File: config.mk
export PLATFORM = sky130hd
export DESIGN_NAME = muldiv_unit_flat
export DESIGN_NICKNAME = d
export VERILOG_FILES = /design/src/rtl/muldiv_unit_pkg.sv /design/src/rtl/muldiv_unit_if.sv /design/src/rtl/muldiv_unit.sv /design/src/flat_wrapper.sv
export SDC_FILE = /design/constraint.sdc
export NUM_CORES = 1
export LEC_CHECK = 0
export BUFFER_PORTS_ARGS = -buffer_cell sky130_fd_sc_hd__buf_4
export CORE_ASPECT_RATIO = 1.4
export CORE_MARGIN = 2
export CORE_UTILIZATION = 60
export DETAILED_ROUTE_END_ITERATION = 6
export GPL_TIMING_DRIVEN = 0
export HOLD_SLACK_MARGIN = 0.03
export PLACE_DENSITY = 0.82
export SLEW_MARGIN = 25
export SYNTH_ARGS = -nofsm -noshare
export SYNTH_HDL_FRONTEND = slang
export SYNTH_SLANG_ARGS = --single-unit
File: constraint.sdc
create_clock -name CLK -period 6.51 [get_ports CLK]
set_input_delay 0 -clock CLK [delete_from_list [all_inputs] [get_ports CLK]]
set_output_delay 0 -clock CLK [all_outputs]
set_load 0.03 [all_outputs]
File: src/rtl/muldiv_unit_pkg.sv
// Types and constants shared by the multiply/divide unit and its bus.
// Provides word_t, the operation and FSM enums, and the iteration count.
package muldiv_unit_pkg;

    typedef logic [31:0] word_t;

    localparam int MULDIV_ITER = 32;

    typedef enum logic [1:0] {
        MD_MULT  = 2'd0,
        MD_MULTU = 2'd1,
        MD_DIV   = 2'd2,
        MD_DIVU  = 2'd3
    } muldivop_t;

    typedef enum logic [1:0] {
        IDLE,
        PREP,
        CALC,
        FIX
    } muldiv_state_t;

    function automatic logic md_is_div(muldivop_t op);
        return (op == MD_DIV) || (op == MD_DIVU);
    endfunction

    function automatic logic md_is_signed(muldivop_t op);
        return (op == MD_MULT) || (op == MD_DIV);
    endfunction

endpackage

File: src/rtl/muldiv_unit_if.sv
// Execute-stage bus to the multiply/divide unit.
// master: start/op/A/B and MTHI/MTLO writes; slave: busy/done/div_by_zero/hi/lo.
interface muldiv_unit_if;
    import muldiv_unit_pkg::*;

    logic      start;
    muldivop_t op;
    word_t     A;
    word_t     B;
    logic      hi_wen;
    logic      lo_wen;
    word_t     wdata;
    logic      busy;
    logic      done;
    logic      div_by_zero;
    word_t     hi;
    word_t     lo;

    modport master (
        output start, op, A, B, hi_wen, lo_wen, wdata,
        input  busy, done, div_by_zero, hi, lo
    );

    modport slave (
        input  start, op, A, B, hi_wen, lo_wen, wdata,
        output busy, done, div_by_zero, hi, lo
    );

endinterface

File: src/rtl/muldiv_unit.sv
// Iterative 32-cycle multiply/divide unit producing the HI/LO pair.
// Ports: CLK, nRST (sync, active-low), bus (muldiv_unit_if.slave).
module muldiv_unit
    import muldiv_unit_pkg::*;
#(
    parameter int ITER = MULDIV_ITER
) (
    input  logic          CLK,
    input  logic          nRST,
    muldiv_unit_if.slave  bus
);

    localparam int CNT_W = $clog2(ITER);
    localparam logic [CNT_W-1:0] LAST = CNT_W'(ITER - 1);

    if (ITER != 32) begin : g_iter_chk
        $error("muldiv_unit: ITER must equal 32");
    end

    muldiv_state_t    state, state_n;
    logic [CNT_W-1:0] cnt;
    muldivop_t        op_q;
    word_t            acc_q;
    word_t            low_q;
    word_t            opnd_q;
    logic             neg_q;
    logic             rneg_q;
    word_t            hi_q;
    word_t            lo_q;
    logic             done_q;
    logic             dbz_q;
    logic             done_d;
    logic             dbz_d;

    logic  div_op;
    logic  a_neg;
    logic  b_neg;
    logic  b_zero;

    assign div_op = md_is_div(op_q);
    assign a_neg  = md_is_signed(op_q) & low_q[31];
    assign b_neg  = md_is_signed(op_q) & opnd_q[31];
    assign b_zero = (opnd_q == '0);

    // One shared 33-bit adder: add step for multiply,
    // trial subtract of the shifted partial remainder for divide.
    logic [32:0] add_a;
    logic [32:0] add_b;
    logic [32:0] add_s;
    logic [32:0] mul_sum;

    assign add_a   = div_op ? {acc_q, low_q[31]} : {1'b0, acc_q};
    assign add_b   = {1'b0, opnd_q} ^ {33{div_op}};
    assign add_s   = add_a + add_b + {32'b0, div_op};
    assign mul_sum = low_q[0] ? add_s : {1'b0, acc_q};

    logic [63:0] prod;
    logic [63:0] prod_f;
    word_t       quo_f;
    word_t       rem_f;

    assign prod   = {acc_q, low_q};
    assign prod_f = neg_q ? -prod : prod;
    assign quo_f  = neg_q ? -low_q : low_q;
    assign rem_f  = rneg_q ? -acc_q : acc_q;

    always_ff @(posedge CLK) begin
        if (!nRST) begin
            state <= IDLE;
        end else begin
            state <= state_n;
        end
    end

    always_comb begin
        state_n = state;
        done_d  = 1'b0;
        dbz_d   = 1'b0;
        unique case (state)
            IDLE: begin
                if (bus.start) begin
                    state_n = PREP;
                end
            end
            PREP: begin
                if (div_op && b_zero) begin
                    state_n = IDLE;
                    done_d  = 1'b1;
                    dbz_d   = 1'b1;
                end else begin
                    state_n = CALC;
                end
            end
            CALC: begin
                if (cnt == LAST) begin
                    state_n = FIX;
                end
            end
            FIX: begin
                state_n = IDLE;
                done_d  = 1'b1;
            end
        endcase
    end

    always_ff @(posedge CLK) begin
        if (!nRST) begin
            cnt    <= '0;
            op_q   <= MD_MULT;
            acc_q  <= '0;
            low_q  <= '0;
            opnd_q <= '0;
            neg_q  <= 1'b0;
            rneg_q <= 1'b0;
            hi_q   <= '0;
            lo_q   <= '0;
            done_q <= 1'b0;
            dbz_q  <= 1'b0;
        end else begin
            done_q <= done_d;
            dbz_q  <= dbz_d;
            unique case (state)
                IDLE: begin
                    if (bus.start) begin
                        op_q   <= bus.op;
                        low_q  <= bus.A;
                        opnd_q <= bus.B;
                    end
                    if (bus.hi_wen) begin
                        hi_q <= bus.wdata;
                    end
                    if (bus.lo_wen) begin
                        lo_q <= bus.wdata;
                    end
                end
                PREP: begin
                    if (div_op && b_zero) begin
                        hi_q <= low_q;
                        lo_q <= '1;
                    end else begin
                        low_q  <= a_neg ? -low_q : low_q;
                        opnd_q <= b_neg ? -opnd_q : opnd_q;
                        acc_q  <= '0;
                        cnt    <= '0;
                        neg_q  <= a_neg ^ b_neg;
                        rneg_q <= a_neg;
                    end
                end
                CALC: begin
                    cnt <= cnt + 1'b1;
                    if (div_op) begin
                        // add_s[32] set means the trial subtract borrowed.
                        if (!add_s[32]) begin
                            acc_q <= add_s[31:0];
                            low_q <= {low_q[30:0], 1'b1};
                        end else begin
                            acc_q <= add_a[31:0];
                            low_q <= {low_q[30:0], 1'b0};
                        end
                    end else begin
                        acc_q <= mul_sum[32:1];
                        low_q <= {mul_sum[0], low_q[31:1]};
                    end
                end
                FIX: begin
                    if (div_op) begin
                        hi_q <= rem_f;
                        lo_q <= quo_f;
                    end else begin
                        hi_q <= prod_f[63:32];
                        lo_q <= prod_f[31:0];
                    end
                end
            endcase
        end
    end

    assign bus.busy        = (state != IDLE);
    assign bus.done        = done_q;
    assign bus.div_by_zero = dbz_q;
    assign bus.hi          = hi_q;
    assign bus.lo          = lo_q;

endmodule

File: src/flat_wrapper.sv
// flat-port wrapper written by rule: the top's interface ports become plain ports
module muldiv_unit_flat import muldiv_unit_pkg::*;
#(
    parameter int ITER = MULDIV_ITER
)
  (CLK, nRST, bus_start, bus_op, bus_A, bus_B, bus_hi_wen, bus_lo_wen, bus_wdata, bus_busy, bus_done, bus_div_by_zero, bus_hi, bus_lo);
  muldiv_unit_if bus_i ();
  input  logic CLK;
  input  logic nRST;
  input wire logic [$bits(bus_i.start)-1:0] bus_start;
  input wire logic [$bits(bus_i.op)-1:0] bus_op;
  input wire logic [$bits(bus_i.A)-1:0] bus_A;
  input wire logic [$bits(bus_i.B)-1:0] bus_B;
  input wire logic [$bits(bus_i.hi_wen)-1:0] bus_hi_wen;
  input wire logic [$bits(bus_i.lo_wen)-1:0] bus_lo_wen;
  input wire logic [$bits(bus_i.wdata)-1:0] bus_wdata;
  output wire logic [$bits(bus_i.busy)-1:0] bus_busy;
  output wire logic [$bits(bus_i.done)-1:0] bus_done;
  output wire logic [$bits(bus_i.div_by_zero)-1:0] bus_div_by_zero;
  output wire logic [$bits(bus_i.hi)-1:0] bus_hi;
  output wire logic [$bits(bus_i.lo)-1:0] bus_lo;
  assign bus_i.start = bus_start;
  assign bus_i.op = bus_op;
  assign bus_i.A = bus_A;
  assign bus_i.B = bus_B;
  assign bus_i.hi_wen = bus_hi_wen;
  assign bus_i.lo_wen = bus_lo_wen;
  assign bus_i.wdata = bus_wdata;
  assign bus_busy = bus_i.busy;
  assign bus_done = bus_i.done;
  assign bus_div_by_zero = bus_i.div_by_zero;
  assign bus_hi = bus_i.hi;
  assign bus_lo = bus_i.lo;
  muldiv_unit #(.ITER(ITER)) u_core (.CLK(CLK), .nRST(nRST), .bus(bus_i));
endmodule
==> run summary <==
Status - finished with violations
Failing checks - design-rule violations
Slew Viols, Final - 0
Largest net degree at the start of global routing - 17
Nets - 2417
Top cells by count, synth - 202 x nand2_1, 186 x nor2_1, 173 x dfxtp_1, 170 x o21ai_0, 168 x a21oi_1
Synth Flop Type - dfxtp_1
Synth Cell Area - 14300 sq um
Crit Reg-Reg Endpoint - u_core.acc_q[29]$_SDFFE_PN0P_
Post-synth EDFFs - 0
Core box area - 23400 sq um
Clk network pwr share - 22.1%
Clock slew at reported path FFs - 0.08 ns
Switching Share - 48.0%
Pre-CTS WS - -0.655 ns
Clk buf depth - 2
Fin crit period - 6.31 ns
Layout cells sized above 1 - 13.5%
Slowest CP cell - dfxtp_2
CTS H-tree lvls - 4
RSZ-0062 raised after global routing - false
WP data arrival - 6.67 ns
Launching point of the worst reg2reg path - u_core.op_q[1]$_SDFFE_PN0P_
Hold Path Cell Cnt - 4
Final period utilization - 96.9%
Vias - 18400
DRT Pass-1 Iters - 7
WL per Instance - 26.4 microns
NetSw - 0.00254 W
Final ANT Viol Nets - 0
DP HPWL - 47900 microns
Hold Startpoint - bus_A[14]
Clock root buffer - clkbuf_16
CP peak stage delay - 0.57 ns
Sequential Power Share - 26.2%
Worst-Skew Late Latency - 0.47 ns
Final WL - 68400 microns
CTS Buf Count - 17
Syn avg cell area - 7.20 sq um
Sequential area share after synthesis - 24.2%
Reg2Reg Setup Slack - 0.20 ns
First-pass GRT wire length - 104000 microns
Worst Hold Class - in2reg
Post-synthesis net count - 2132
Port bufs - 168
Die span in y - 187 microns
# IOs - 170
Post-Place Cell Area - 16000 sq um
Max Clock Freq - 0.159 GHz
Final Cell Area - 17700 sq um
Internal Pwr Total - 0.00275 W
Final Hold Viols - 0
Gr usage total - 53.9%
Kind of critical path - reg2reg
Synth area leader - dfxtp_1
Post-synth cell types - 80
Top cell family by delay on the critical path - buffers and inverters
Most used cell along the critical path - clkbuf_1
Layout area overhead - 23.3%
Worst setup margin - 0.203 ns
CTS tree - built
Worst Skew - 0.0146 ns
DR iter-0 viols - 2860
Maximum vdd drop - 0.237 mV
Placer's final routability congestion estimate - 1.08
Die width - 135 microns
Critical-path cell list - clkbuf_2, clkbuf_1, clkbuf_2, clkbuf_1, xor2_1, ha_1, clkbuf_1, a21oi_1, o21ai_0, a22o_1, nor2_1, nand4_1, nand3_1, buf_2, nor3_1, o41ai_1
Final number of setup-violating endpoints - 0
Max Cap Violations - 0
Drt via density - 7.08
Pwr dens - 300 nW/um^2
Synth async-reset ratio - 0%
Comb power frac - 51.7%
Slew HR - 24.5%
Worst r2r path cells - 16
Global route overflow - 0
Crit-path max FO - 10
Final Total Pwr - 0.00530 W
# DRC - 75
Startpoint types - register
Largest cells by area after synthesis - dfxtp_1 24%, o21ai_0 5.9%, a21oi_1 5.9%, xor2_1 5.6%, nand2_1 5.3%
Leak - 7.06 nW
DIE AREA - 25100 sq um
Synth warn - 0
CTS sink count - 173
CP Buf/Inv Count - 6
Setup Fix Bufs, Post-CTS - 0
CP endpoint kind - register
#FFs+latches synth - 173
Row count - 66
Mapped Cells - 1987
Initial antenna violation count - 7
Hold endpoint - u_core.low_q[14]$_SDFFE_PN0P_
Top-area cell type share of the netlist area - 24.2%
Worst-margin pin slew - 1.13 ns
FILL cells - 1717
Vias in the first global route - 17700
Initial Util - 61.3%
Hold slack - 0.0640 ns
Setup_tns - 0 ns
Worst EP required - 6.87 ns
Top-count cell post-synth - nand2_1
## logic make-up (layout without fill, tap and decap cells)
group / count (synthesis) / in the layout / share of synthesized area, %
buffers and inverters: 236 / 533 / 6.38
AND/OR/NAND/NOR: 661 / 661 / 21.9
flip-flops: 173 / 173 / 24.2
other: 0 / 2 / 0
adder cells (fa/ha/maj): 42 / 42 / 3.72
XOR/XNOR: 140 / 140 / 8.56
multiplexers: 86 / 86 / 6.48
AO/OA/AOI/OAI: 649 / 649 / 28.8
## per-stage QoR
| stage | cells | util, % |
|---|---|---|
| floorplan | 1987 | - |
| global placement | 2461 | 68.3 |
| detailed placement | 2461 | 68.4 |
| CTS | 2590 | 75.4 |
| global route | 2592 | 75.5 |
| finish | 2592 | 75.5 |
## area by class of cell
| class | instances | area (sq um) | share of cell area [%] |
|---|---|---|---|
| antenna | 2 | 5.00 | 0.0283 |
| buffer | 192 | 757 | 4.29 |
| clock buffer | 18 | 429 | 2.43 |
| clock inverter | 13 | 208 | 1.18 |
| inverter | 43 | 161 | 0.914 |
| multi-input combinational | 1578 | 9990 | 56.6 |
| sequential | 173 | 3460 | 19.6 |
| tap | 306 | 383 | 2.17 |
| timing repair buffer | 267 | 2250 | 12.8 |
## repair_timing
item,4_1_cts,5_1_grt
endpoints found under the setup margin,30,27
resized for setup,5,9
endpoints found under the hold margin,115,0
gates cloned,0,0
hold buffers,99,0
## flip-flops by register name, indices dropped and copies added, names as in the netlist, named ones only
name,flops
u_core.acc_q,32
u_core.bus.hi,32
u_core.bus.lo,32
u_core.low_q,32
u_core.opnd_q,32
u_core.cnt,5
u_core.op_q,2
u_core.bus.div_by_zero,1
u_core.bus.done,1
u_core.neg_q,1
u_core.rneg_q,1
u_core.state,1
## power groups by stage
| stage | sequential [W] | clock (W) | combinational [W] |
|---|---|---|---|
| after floorplan | 0.00151 | 0 | 0.00148 |
| after global placement | 0.00138 | 0 | 0.00241 |
| after detailed placement | 0.00139 | 0 | 0.00246 |
| after CTS | 0.00137 | 0.00114 | 0.00252 |
| after global routing | 0.00139 | 0.00119 | 0.00285 |
| final | 0.00139 | 0.00117 | 0.00274 |
## worst max-delay path by stage
stage | slack [ns] | cells after the start | from | endpoint
final | 0.20 | 16 | u_core.op_q[1]$_SDFFE_PN0P_ | u_core.acc_q[29]$_SDFFE_PN0P_
after global placement | -0.82 | 15 | u_core.op_q[1]$_SDFFE_PN0P_ | u_core.acc_q[28]$_SDFFE_PN0P_
after floorplan | 1.39 | 17 | u_core.op_q[1]$_SDFFE_PN0P_ | u_core.acc_q[12]$_SDFFE_PN0P_
after CTS | 0.1 | 15 | u_core.op_q[1]$_SDFFE_PN0P_ | u_core.acc_q[28]$_SDFFE_PN0P_
after global routing | 0.13 | 15 | u_core.op_q[1]$_SDFFE_PN0P_ | u_core.acc_q[9]$_SDFFE_PN0P_
after detailed placement | -0.66 | 16 | u_core.op_q[1]$_SDFFE_PN0P_ | u_core.acc_q[27]$_SDFFE_PN0P_
## routing by layer
| metal | global-route usage [%] | share of wire (%) |
|---|---|---|
| met1 | 56.5 | 32 |
| met2 | 80.6 | 42 |
| met3 | 20.1 | 13 |
| met4 | 54.2 | 13 |
| met5 | 0.198 | 0.069 |
## worst register-to-register path: cells and delay by family (launching register included)
kind / cells / cell delay (ns)
DFF: 1 / 0.57
and+or+nand+nor: 4 / 1.36
xor gates and xnor gates: 1 / 0.44
adders and majority gates: 1 / 0.31
buffers and inverters: 6 / 2.53
AOI/OAI and AO/OA: 4 / 0.99
## layout by cell type (no fill, tap or decap), drive strengths merged, types with 22 or more instances in the layout
cell type,count
dlygate4sd3,99
nor2,186
a221oi,25
o21ai,179
dfxtp,173
mux2,54
inv,45
a31oi,49
a21oi,168
nor3,71
nand4,22
a311oi,26
a22oi,38
or4,23
xnor2,49
clkbuf,178
nand2,202
o31ai,31
nand3,36
mux2i,32
nor4,26
buf,200
xor2,91
ha,41
Power figures use the tool's default switching activity.
